--- src/rtl/period_meter_27_if.sv ---
// period_meter_27_if: groups the measured input, control and result lines of the period meter.
// Latency: none; this is wiring only.
// Backpressure: none; results are strobes that the consumer must capture.
interface period_meter_27_if #(
  parameter int CNT_WIDTH = 27
);
  logic                 sig_in;
  logic                 start;
  logic                 cont;
  logic [CNT_WIDTH-1:0] period;
  logic                 period_valid;
  logic                 busy;
  logic                 overflow;

  // Stimulus / consumer side.
  modport master (
    output sig_in, start, cont,
    input  period, period_valid, busy, overflow
  );

  // Meter side.
  modport slave (
    input  sig_in, start, cont,
    output period, period_valid, busy, overflow
  );
endinterface

--- src/rtl/period_meter_27.sv ---
// period_meter_27: counts clk cycles between consecutive rising edges of an asynchronous slow input.
// Latency: period_valid rises SYNC_STAGES+1 cycles after the terminating sig_in edge is sampled.
// Backpressure: none; period/overflow are held until the next result, period_valid is a 1-cycle strobe.
module period_meter_27 #(
  parameter int CNT_WIDTH   = 27,
  parameter int SYNC_STAGES = 2
) (
  input  logic             clk,
  input  logic             rst_n,
  period_meter_27_if.slave bus
);

  localparam int                   WU_W    = $clog2(SYNC_STAGES + 2);
  localparam logic [WU_W-1:0]      WU_DONE = WU_W'(SYNC_STAGES + 1);
  localparam logic [WU_W-1:0]      WU_ONE  = WU_W'(1);
  localparam logic [CNT_WIDTH-1:0] CNT_MAX = '1;
  localparam logic [CNT_WIDTH-1:0] CNT_ONE = CNT_WIDTH'(1);

  typedef enum logic [1:0] {
    IDLE  = 2'd0,
    ARM   = 2'd1,
    COUNT = 2'd2
  } state_t;

  state_t                 state;
  state_t                 state_nxt;
  logic [SYNC_STAGES-1:0] sync_q;
  logic                   s;
  logic                   s_d;
  logic                   rise;
  logic [WU_W-1:0]        wu_cnt;
  logic                   wu_done;
  logic [CNT_WIDTH-1:0]   cnt;
  logic                   at_max;
  logic [CNT_WIDTH-1:0]   period_q;
  logic                   overflow_q;
  logic                   valid_q;
  logic                   busy_c;

  assign s       = sync_q[SYNC_STAGES-1];
  assign rise    = s & ~s_d;
  assign wu_done = (wu_cnt == WU_DONE);
  assign at_max  = (cnt == CNT_MAX);

  // Synchronizer chain plus one history flop for rising-edge detection.
  always_ff @(posedge clk or negedge rst_n) begin
    if (!rst_n) begin
      sync_q <= '0;
      s_d    <= 1'b0;
    end else begin
      sync_q <= {sync_q[SYNC_STAGES-2:0], bus.sig_in};
      s_d    <= s;
    end
  end

  // Warm-up: hold off starts until the synchronizer has flushed its post-reset contents.
  always_ff @(posedge clk or negedge rst_n) begin
    if (!rst_n) begin
      wu_cnt <= '0;
    end else if (!wu_done) begin
      wu_cnt <= wu_cnt + WU_ONE;
    end
  end

  // FSM state register.
  always_ff @(posedge clk or negedge rst_n) begin
    if (!rst_n) begin
      state <= IDLE;
    end else begin
      state <= state_nxt;
    end
  end

  // FSM next state: a rise ends an interval even when the counter just hit max.
  always_comb begin
    state_nxt = state;
    case (state)
      IDLE: begin
        if (bus.start && wu_done) state_nxt = ARM;
      end
      ARM: begin
        if (rise) state_nxt = COUNT;
      end
      COUNT: begin
        if (rise)        state_nxt = bus.cont ? COUNT : IDLE;
        else if (at_max) state_nxt = bus.cont ? ARM : IDLE;
      end
      default: state_nxt = IDLE;
    endcase
  end

  // FSM outputs: busy covers the whole armed/counting window.
  always_comb begin
    busy_c = 1'b0;
    if (state == ARM || state == COUNT) busy_c = 1'b1;
  end

  // Interval counter and result registers; the terminating edge also starts the next interval.
  always_ff @(posedge clk or negedge rst_n) begin
    if (!rst_n) begin
      cnt        <= '0;
      period_q   <= '0;
      overflow_q <= 1'b0;
      valid_q    <= 1'b0;
    end else begin
      valid_q <= 1'b0;
      case (state)
        ARM: begin
          if (rise) cnt <= CNT_ONE;
        end
        COUNT: begin
          if (rise) begin
            period_q   <= cnt;
            overflow_q <= 1'b0;
            valid_q    <= 1'b1;
            cnt        <= CNT_ONE;
          end else if (at_max) begin
            period_q   <= CNT_MAX;
            overflow_q <= 1'b1;
            valid_q    <= 1'b1;
          end else begin
            cnt <= cnt + CNT_ONE;
          end
        end
        default: begin
        end
      endcase
    end
  end

  assign bus.period       = period_q;
  assign bus.period_valid = valid_q;
  assign bus.overflow     = overflow_q;
  assign bus.busy         = busy_c;

endmodule

--- src/flat_wrapper.sv ---
// flat-port wrapper written by rule: the top's interface ports become plain ports
module period_meter_27_flat 
#(
  parameter int CNT_WIDTH   = 27,
  parameter int SYNC_STAGES = 2
)
  (clk, rst_n, bus_sig_in, bus_start, bus_cont, bus_period, bus_period_valid, bus_busy, bus_overflow);
  period_meter_27_if #(.CNT_WIDTH(CNT_WIDTH)) bus_i ();
  input  logic clk;
  input  logic rst_n;
  input wire logic [$bits(bus_i.sig_in)-1:0] bus_sig_in;
  input wire logic [$bits(bus_i.start)-1:0] bus_start;
  input wire logic [$bits(bus_i.cont)-1:0] bus_cont;
  output wire logic [$bits(bus_i.period)-1:0] bus_period;
  output wire logic [$bits(bus_i.period_valid)-1:0] bus_period_valid;
  output wire logic [$bits(bus_i.busy)-1:0] bus_busy;
  output wire logic [$bits(bus_i.overflow)-1:0] bus_overflow;
  assign bus_i.sig_in = bus_sig_in;
  assign bus_i.start = bus_start;
  assign bus_i.cont = bus_cont;
  assign bus_period = bus_i.period;
  assign bus_period_valid = bus_i.period_valid;
  assign bus_busy = bus_i.busy;
  assign bus_overflow = bus_i.overflow;
  period_meter_27 #(.CNT_WIDTH(CNT_WIDTH), .SYNC_STAGES(SYNC_STAGES)) u_core (.clk(clk), .rst_n(rst_n), .bus(bus_i));
endmodule
--- config.mk ---
export PLATFORM = sky130hd
export DESIGN_NAME = period_meter_27_flat
export DESIGN_NICKNAME = d
export VERILOG_FILES = /design/src/rtl/period_meter_27_if.sv /design/src/rtl/period_meter_27.sv /design/src/flat_wrapper.sv
export SDC_FILE = /design/constraint.sdc
export NUM_CORES = 1
export LEC_CHECK = 0
export ABC_AREA = 1
export CAP_MARGIN = 20
export CELL_PAD_IN_SITES_DETAIL_PLACEMENT = 1
export CELL_PAD_IN_SITES_GLOBAL_PLACEMENT = 1
export CORE_MARGIN = 8
export CORE_UTILIZATION = 35
export DETAILED_ROUTE_END_ITERATION = 8
export PLACE_DENSITY = 0.72
export SETUP_SLACK_MARGIN = 0.3
export SLEW_MARGIN = 25
export SYNTH_ARGS = -nofsm -noshare
export SYNTH_HDL_FRONTEND = slang
export SYNTH_SLANG_ARGS = --single-unit
--- constraint.sdc ---
create_clock -name clk -period 2.4 [get_ports clk]
set_input_delay 0.48 -clock clk [delete_from_list [all_inputs] [get_ports clk]]
set_output_delay 0.48 -clock clk [all_outputs]
set_load 0.02 [all_outputs]
== Word level (Yosys, flattened, before mapping) ==
Index checks and enable logic that the tools add are counted.
W data, S select, Z words.

* Memory bits (read-only): 0
* Flip-flop bits (word level): 63
* Input bits: 5
* Memories: 0
* Output and inout bits: 30
* Bits in latches: 0
* Bits in writable memories: 0
* Logic and storage cells: 47

* Reductions and logical operators: 8
* Magnitude comparators: 0
* Equal/unequal tests: 8
* Bitwise operators: 2
* Mux-type cells: 19
* Add/sub/neg operators: 2
* Multipliers: 0
* Divide/modulo/power cells: 0
* Shift-type cells: 0

{| class="wikitable"
|+ Operators by type and width
! kind !! count
|-
| $mux W27 || 5
|-
| $pmux W27 S2 || 1
|-
| $add A27 B1 Y27 const B || 1
|-
| $eq A27 B27 Y1 const B || 1
|-
| $mux W2 || 5
|-
| $mux W1 || 7
|-
| $pmux W2 S3 || 1
|-
| $reduce_and A3 Y1 || 2
|-
| $eq A2 B2 Y1 const B || 2
|-
| $ne A2 B1 Y1 const B || 2
|-
| $reduce_bool A2 Y1 || 2
|-
| $ne A3 B1 Y1 const B || 1
|-
| $ne A3 B2 Y1 const B || 1
|-
| $add A2 B1 Y2 const B || 1
|-
| $eq A2 B1 Y1 const B || 1
|-
| $logic_not A2 Y1 || 1
|-
| $reduce_and A2 Y1 || 1
|-
| $and A1 B1 Y1 || 1
|-
| $logic_and A1 B1 Y1 || 1
|-
| $logic_or A1 B1 Y1 || 1
|-
| $not A1 Y1 || 1
|}

== Depth between registers and ports, before layout ==
* Depth after elaboration: 4
* Mapped depth: 11
* Gate-level depth less buffers: 10

== Least setup slack after synthesis ==
Ideal clock, no wire load.

* Kind: reg-to-reg
* From: register u_core.state[0]
* To: register u_core.cnt[20]
* Setup time: 126 ps
* Clock period less this slack: 1728 ps
* Buffers on the path: 1
* Setup slack: 672 ps
* Cell stages (with the launch flop): 9
* Data required time: 2274 ps
* Arrival: 1602 ps
* Cells stage by stage: dfrtp_1 inv_1 ha_1 inv_1 nor2_1 nand4_1 nand2_1 buf_4 o21ai_0

* Cells in the longest elaborated chain, start to end: 3
* Elaborated cells on any way between the ends: 7
* Those cells by class: eq/ne: 4; mux: 1; reduce/logical: 2

{| class="wikitable"
|+ Ends and longest elaborated chain
! item !! line !! source
|-
| start, declared || period_meter_27.sv:25 || <nowiki>state_t state;</nowiki>
|-
| start signal, assigned || period_meter_27.sv:70 || <nowiki>state <= state_nxt;</nowiki>
|-
| $eq A2 B2 Y1 / $eq A2 B1 Y1 (equally long branches) || period_meter_27.sv:107 || <nowiki>case (state)</nowiki>
|-
| $ne A3 B2 Y1 (no source line), or another cell as far along || -- ||
|-
| $reduce_and A3 Y1 (no source line) || -- ||
|-
| end signal, assigned || period_meter_27.sv:122 || <nowiki>cnt <= cnt + CNT_ONE;</nowiki>
|-
| end, declared || period_meter_27.sv:33 || <nowiki>logic [CNT_WIDTH-1:0] cnt;</nowiki>
|}

Parallel ways exist; a longest one is shown, timed or not.
A chain may end at the register's enable or synchronous reset.

== Worst setup path after layout ==
* From: register u_core.state[1]
* To: output bus_busy

* Cells in the longest elaborated chain, start to end: 3
* Elaborated cells on any way between the ends: 4
* Those cells by class: eq/ne: 2; mux: 1; reduce/logical: 1

{| class="wikitable"
|+ Ends and longest elaborated chain
! item !! line !! source
|-
| $eq A2 B1 Y1 / $eq A2 B2 Y1 (equally long branches) || period_meter_27.sv:95 || <nowiki>if (state == ARM || state == COUNT) busy_c = 1'b1;</nowiki>
|-
| $logic_or A1 B1 Y1 * || period_meter_27.sv:95 ||
|-
| $mux W1 * || period_meter_27.sv:95 ||
|-
| end, declared || flat_wrapper.sv:16 || <nowiki>output wire logic [$bits(bus_i.busy)-1:0] bus_busy;</nowiki>
|}

Every way passes the cells marked *; elsewhere a longest branch is shown, timed or not.

==> metrics.log <==
INFO  metric async_reset_ff_share = 100%
INFO  metric synth-seq-cells = 63
INFO  metric num_antenna_cells = 0
INFO  metric grt_setup_unrepaired = false
INFO  metric worst_skew_pair.late_latency = 0.35 ns
INFO  metric die_area = 13000 sq um
INFO  metric grt_first_pass_wirelength = 14900 um
INFO  metric first_global_vias = 3039
INFO  metric cts_buffer_count = 9
INFO  metric vdd_drop_max = 0.504 mV
INFO  metric p_int = 0.00278 W
INFO  metric fin_ws = 0.421 ns
INFO  metric synth_edf_count = 0
INFO  metric crit_arrival = 1.50 ns
INFO  metric detail_route.wirelength = 8520 um
INFO  metric share_seq_of_total_power = 33.6%
INFO  metric yosys_most_used_dff = dfrtp_1
INFO  metric crit_path_max_incr_delay = 0.42 ns
INFO  metric final_setup_violation_count = 0
INFO  metric power.switching = 0.00162 W
INFO  metric swShare = 36.8%
INFO  metric detail-route-antenna-nets = 0
INFO  metric chipHeight = 114 um
INFO  metric number_of_antenna_violations_at_the_first_check_in_global_routing = 0
INFO  metric global_route.usage.total = 14.4%
INFO  metric area.growth.synth_to_final = 22.4%
INFO  metric comb_power_share = 42.0%
INFO  metric post-route-period-util = 82.5%
INFO  metric pin_count_of_the_biggest_net_entering_global_routing = 64
INFO  metric yosysUniqueCellTypes = 30
INFO  metric timing_hold_violations_final = 0
INFO  metric power.share.clock = 24.5%
INFO  metric place_worst_setup_slack = 0.423 ns
INFO  metric routed-via-count = 2811
INFO  metric start_kind = flop
INFO  metric avgRoutedWirePerCell = 14.2 um
INFO  metric io_buffers = 34
INFO  metric finalCriticalPeriod = 1.98 ns
INFO  metric core_area = 9280 sq um
INFO  metric worst_slew_margin_rel = 70.6%
INFO  metric crit_required = 1.92 ns
INFO  metric timing_worst_slew_pin_value = 0.440 ns
INFO  metric max_cap_viol_count = 0
INFO  metric critPathMaxFanout = 5
INFO  metric cellPowerDensity = 1070 nW/um^2
INFO  metric synth_nets = 434
INFO  metric ctsRootBufferMaster = clkbuf_8
INFO  metric critPathCaptureType = primary output
INFO  metric netlist_area = 3360 sq um
INFO  metric synth_area_per_cell = 7.94 sq um
INFO  metric number_of_slew_limit_violations_in_the_final_report = 0
INFO  metric static_leak = 1.88 nW
INFO  metric worst_setup_hold_path_clk_slew = 0.07 ns
INFO  metric n_fill_cell = 1163
INFO  metric cts.htree.levels = 3
INFO  metric routabilityCongestion = 0.828
INFO  metric initial_core_util = 36.2%
INFO  metric floorplan.die.width = 114 um
INFO  metric timing.critical_path.cells = inv_1 > ha_1 > dlygate4sd2_1
INFO  metric drt-vias-per-instance = 4.69
INFO  metric ratio_of_cells_with_drive_above_1_in_the_final_layout = 11.3%
INFO  metric drt_iter0_markers = 98
INFO  metric drc = 0
INFO  metric synthesis.yosys.warnings = 0
INFO  metric yosysSeqAreaShare = 47.0%
INFO  metric globalRoute.totalOverflow = 0
INFO  metric detailedRoute.firstPassIterationCount = 4
INFO  metric timing.setup.critical_path_class = reg -> out
INFO  metric fp-row-count = 35
INFO  metric timing.critical_path.slowest_stage_cell = dfrtp_1
INFO  metric clk_path_buf_depth = 2
INFO  metric finalSetupTns = 0 ns
INFO  metric cts.sinks = 63
INFO  metric io_pins = 35
INFO  metric run_status = finished, final reports clean
INFO  metric max_freq = 505 MHz
INFO  metric cell_count_after_synthesis = 423
INFO  metric cts_tree = done
INFO  metric fin_nets = 477
INFO  metric hold_path.class = in -> async
INFO  metric hpwl = 6100 um
INFO  metric worst_clock_skew = 0.0106 ns
-- logic make-up (layout without fill, tap and decap cells) --
kind of cell	Yosys count	count (layout)	synth area share, %
compound gates	60	60	12.2
xor+xnor	9	9	2.35
fa+ha+maj	6	6	2.24
buf+inv	70	118	8.98
flops	63	63	47.0
mux	1	1	0.335
simple gates	214	214	27.0
-- state kept, by name, indices dropped and copies added, names as in the netlist --
| register | count |
|---|---|
| u_core.state | 2 |
| u_core.bus.period | 27 |
| u_core.bus.period_valid | 1 |
| u_core.bus.overflow | 1 |
| u_core.s_d | 1 |
| u_core.cnt | 27 |
| u_core.sync_q | 2 |
| u_core.wu_cnt | 2 |
-- power groups by stage --
stage | sequential [W] | combinational [W] | clock [W]
floorplan | 0.00178 | 0.000835 | 0
global placement | 0.00149 | 0.00180 | 0
detailed placement | 0.00151 | 0.00183 | 0
CTS | 0.00149 | 0.00183 | 0.00112
global route | 0.00152 | 0.00204 | 0.00116
finish | 0.00148 | 0.00185 | 0.00108
-- worst max-delay path: cells and delay by family, from the launching register on --
kind	cells	cell delay (ns)
adders and majority gates	1	0.30
buffers and inverters	2	0.43
DFF	1	0.42
-- stage by stage --
stage                     utilization, %  cell area [sq um]  total power [W]  hold slack, ns  cells
final                               44.3               4110          0.00441           0.137    600
after global routing                44.3               4110          0.00472           0.132    600
after CTS                           43.9               4080          0.00444           0.138    599
after detailed placement            41.4               3850          0.00334           0.337    583
after global placement              41.4               3850          0.00329           0.333    583
after floorplan                        -               3360          0.00262           0.184    423
-- worst paths after layout --
| check | from | endpoint | slack [ns] | cells past startpoint |
|---|---|---|---|---|
| hold / removal | rst_n | u_core.bus.period_valid | 0.14 | 2 |
| setup reg to reg | u_core.cnt[1] | u_core.bus.overflow | 0.49 | 11 |
| hold reg to reg | u_core.sync_q[0] | u_core.sync_q[1] | 0.35 | 0 |
| max in group asynchronous | rst_n | u_core.cnt[7] | 1.98 | 2 |
| setup / recovery | u_core.state[1] | bus_busy | 0.42 | 3 |
| min in group clk | u_core.sync_q[0] | u_core.sync_q[1] | 0.35 | 0 |
-- repair_timing --
action	CTS	global route
hold buffers	0	0
setup buffers	0	1
endpoints found under the setup margin	1	42
gates resized for setup	1	8
pin swaps	0	1
-- synth_stat cells (2+ instances only) --
cell,n,area (sq um)
nand2_1,104,390
dfrtp_1,63,1580
nor2_1,63,236
inv_1,58,218
nand3_1,29,145
a21oi_1,20,100
o21ai_0,20,100
a21oi_4,9,146
o21ai_1,8,40.0
ha_1,6,75.1
xnor2_1,6,52.6
buf_4,5,37.5
nand2_2,4,25.0
nand4_1,4,25.0
clkbuf_1,3,11.3
xor2_1,3,26.3
and2_1,2,12.5
nor2_2,2,12.5
o21bai_1,2,15.0
or2_2,2,12.5
-- metal layers --
metal / part of all wire (%) / global-route usage (%) / wire length [um] / vias to the layer above
met3: 5.2 / 4.28 / 441 / 15
met4: 1.9 / 5.32 / 160 / 0
met1: 46 / 17.6 / 3940 / 1353
li1: - / - / - / 1399
met5: 0 / 0 / 0 / -
met2: 47 / 23.3 / 3980 / 44
-- layout make-up --
| type | instances | area [sq um] | share of cell area [%] |
|---|---|---|---|
| clock buffer | 11 | 151 | 3.68 |
| clock inverter | 5 | 80.1 | 1.95 |
| inverter | 59 | 221 | 5.39 |
| multi-input combinational | 290 | 1490 | 36.3 |
| sequential | 63 | 1580 | 38.4 |
| tap | 129 | 161 | 3.93 |
| timing repair buffer | 43 | 425 | 10.4 |
-- layout by cell type, fill, tap and decap left out, drive strengths merged --
cell           count
nand2            108
nor2              67
dfrtp             63
inv               59
clkdlybuf4s50     32
nand3             30
a21oi             29
o21ai             28
clkbuf            11
buf               10
xnor2              6
ha                 6
nand4              4
xor2               3
or2                2
and2               2
o21bai             2
clkinvlp           2
bufinv             2
nor3               1
a31oi              1
mux2               1
clkinv             1
dlygate4sd2        1
(Power assumes the default switching activity.)
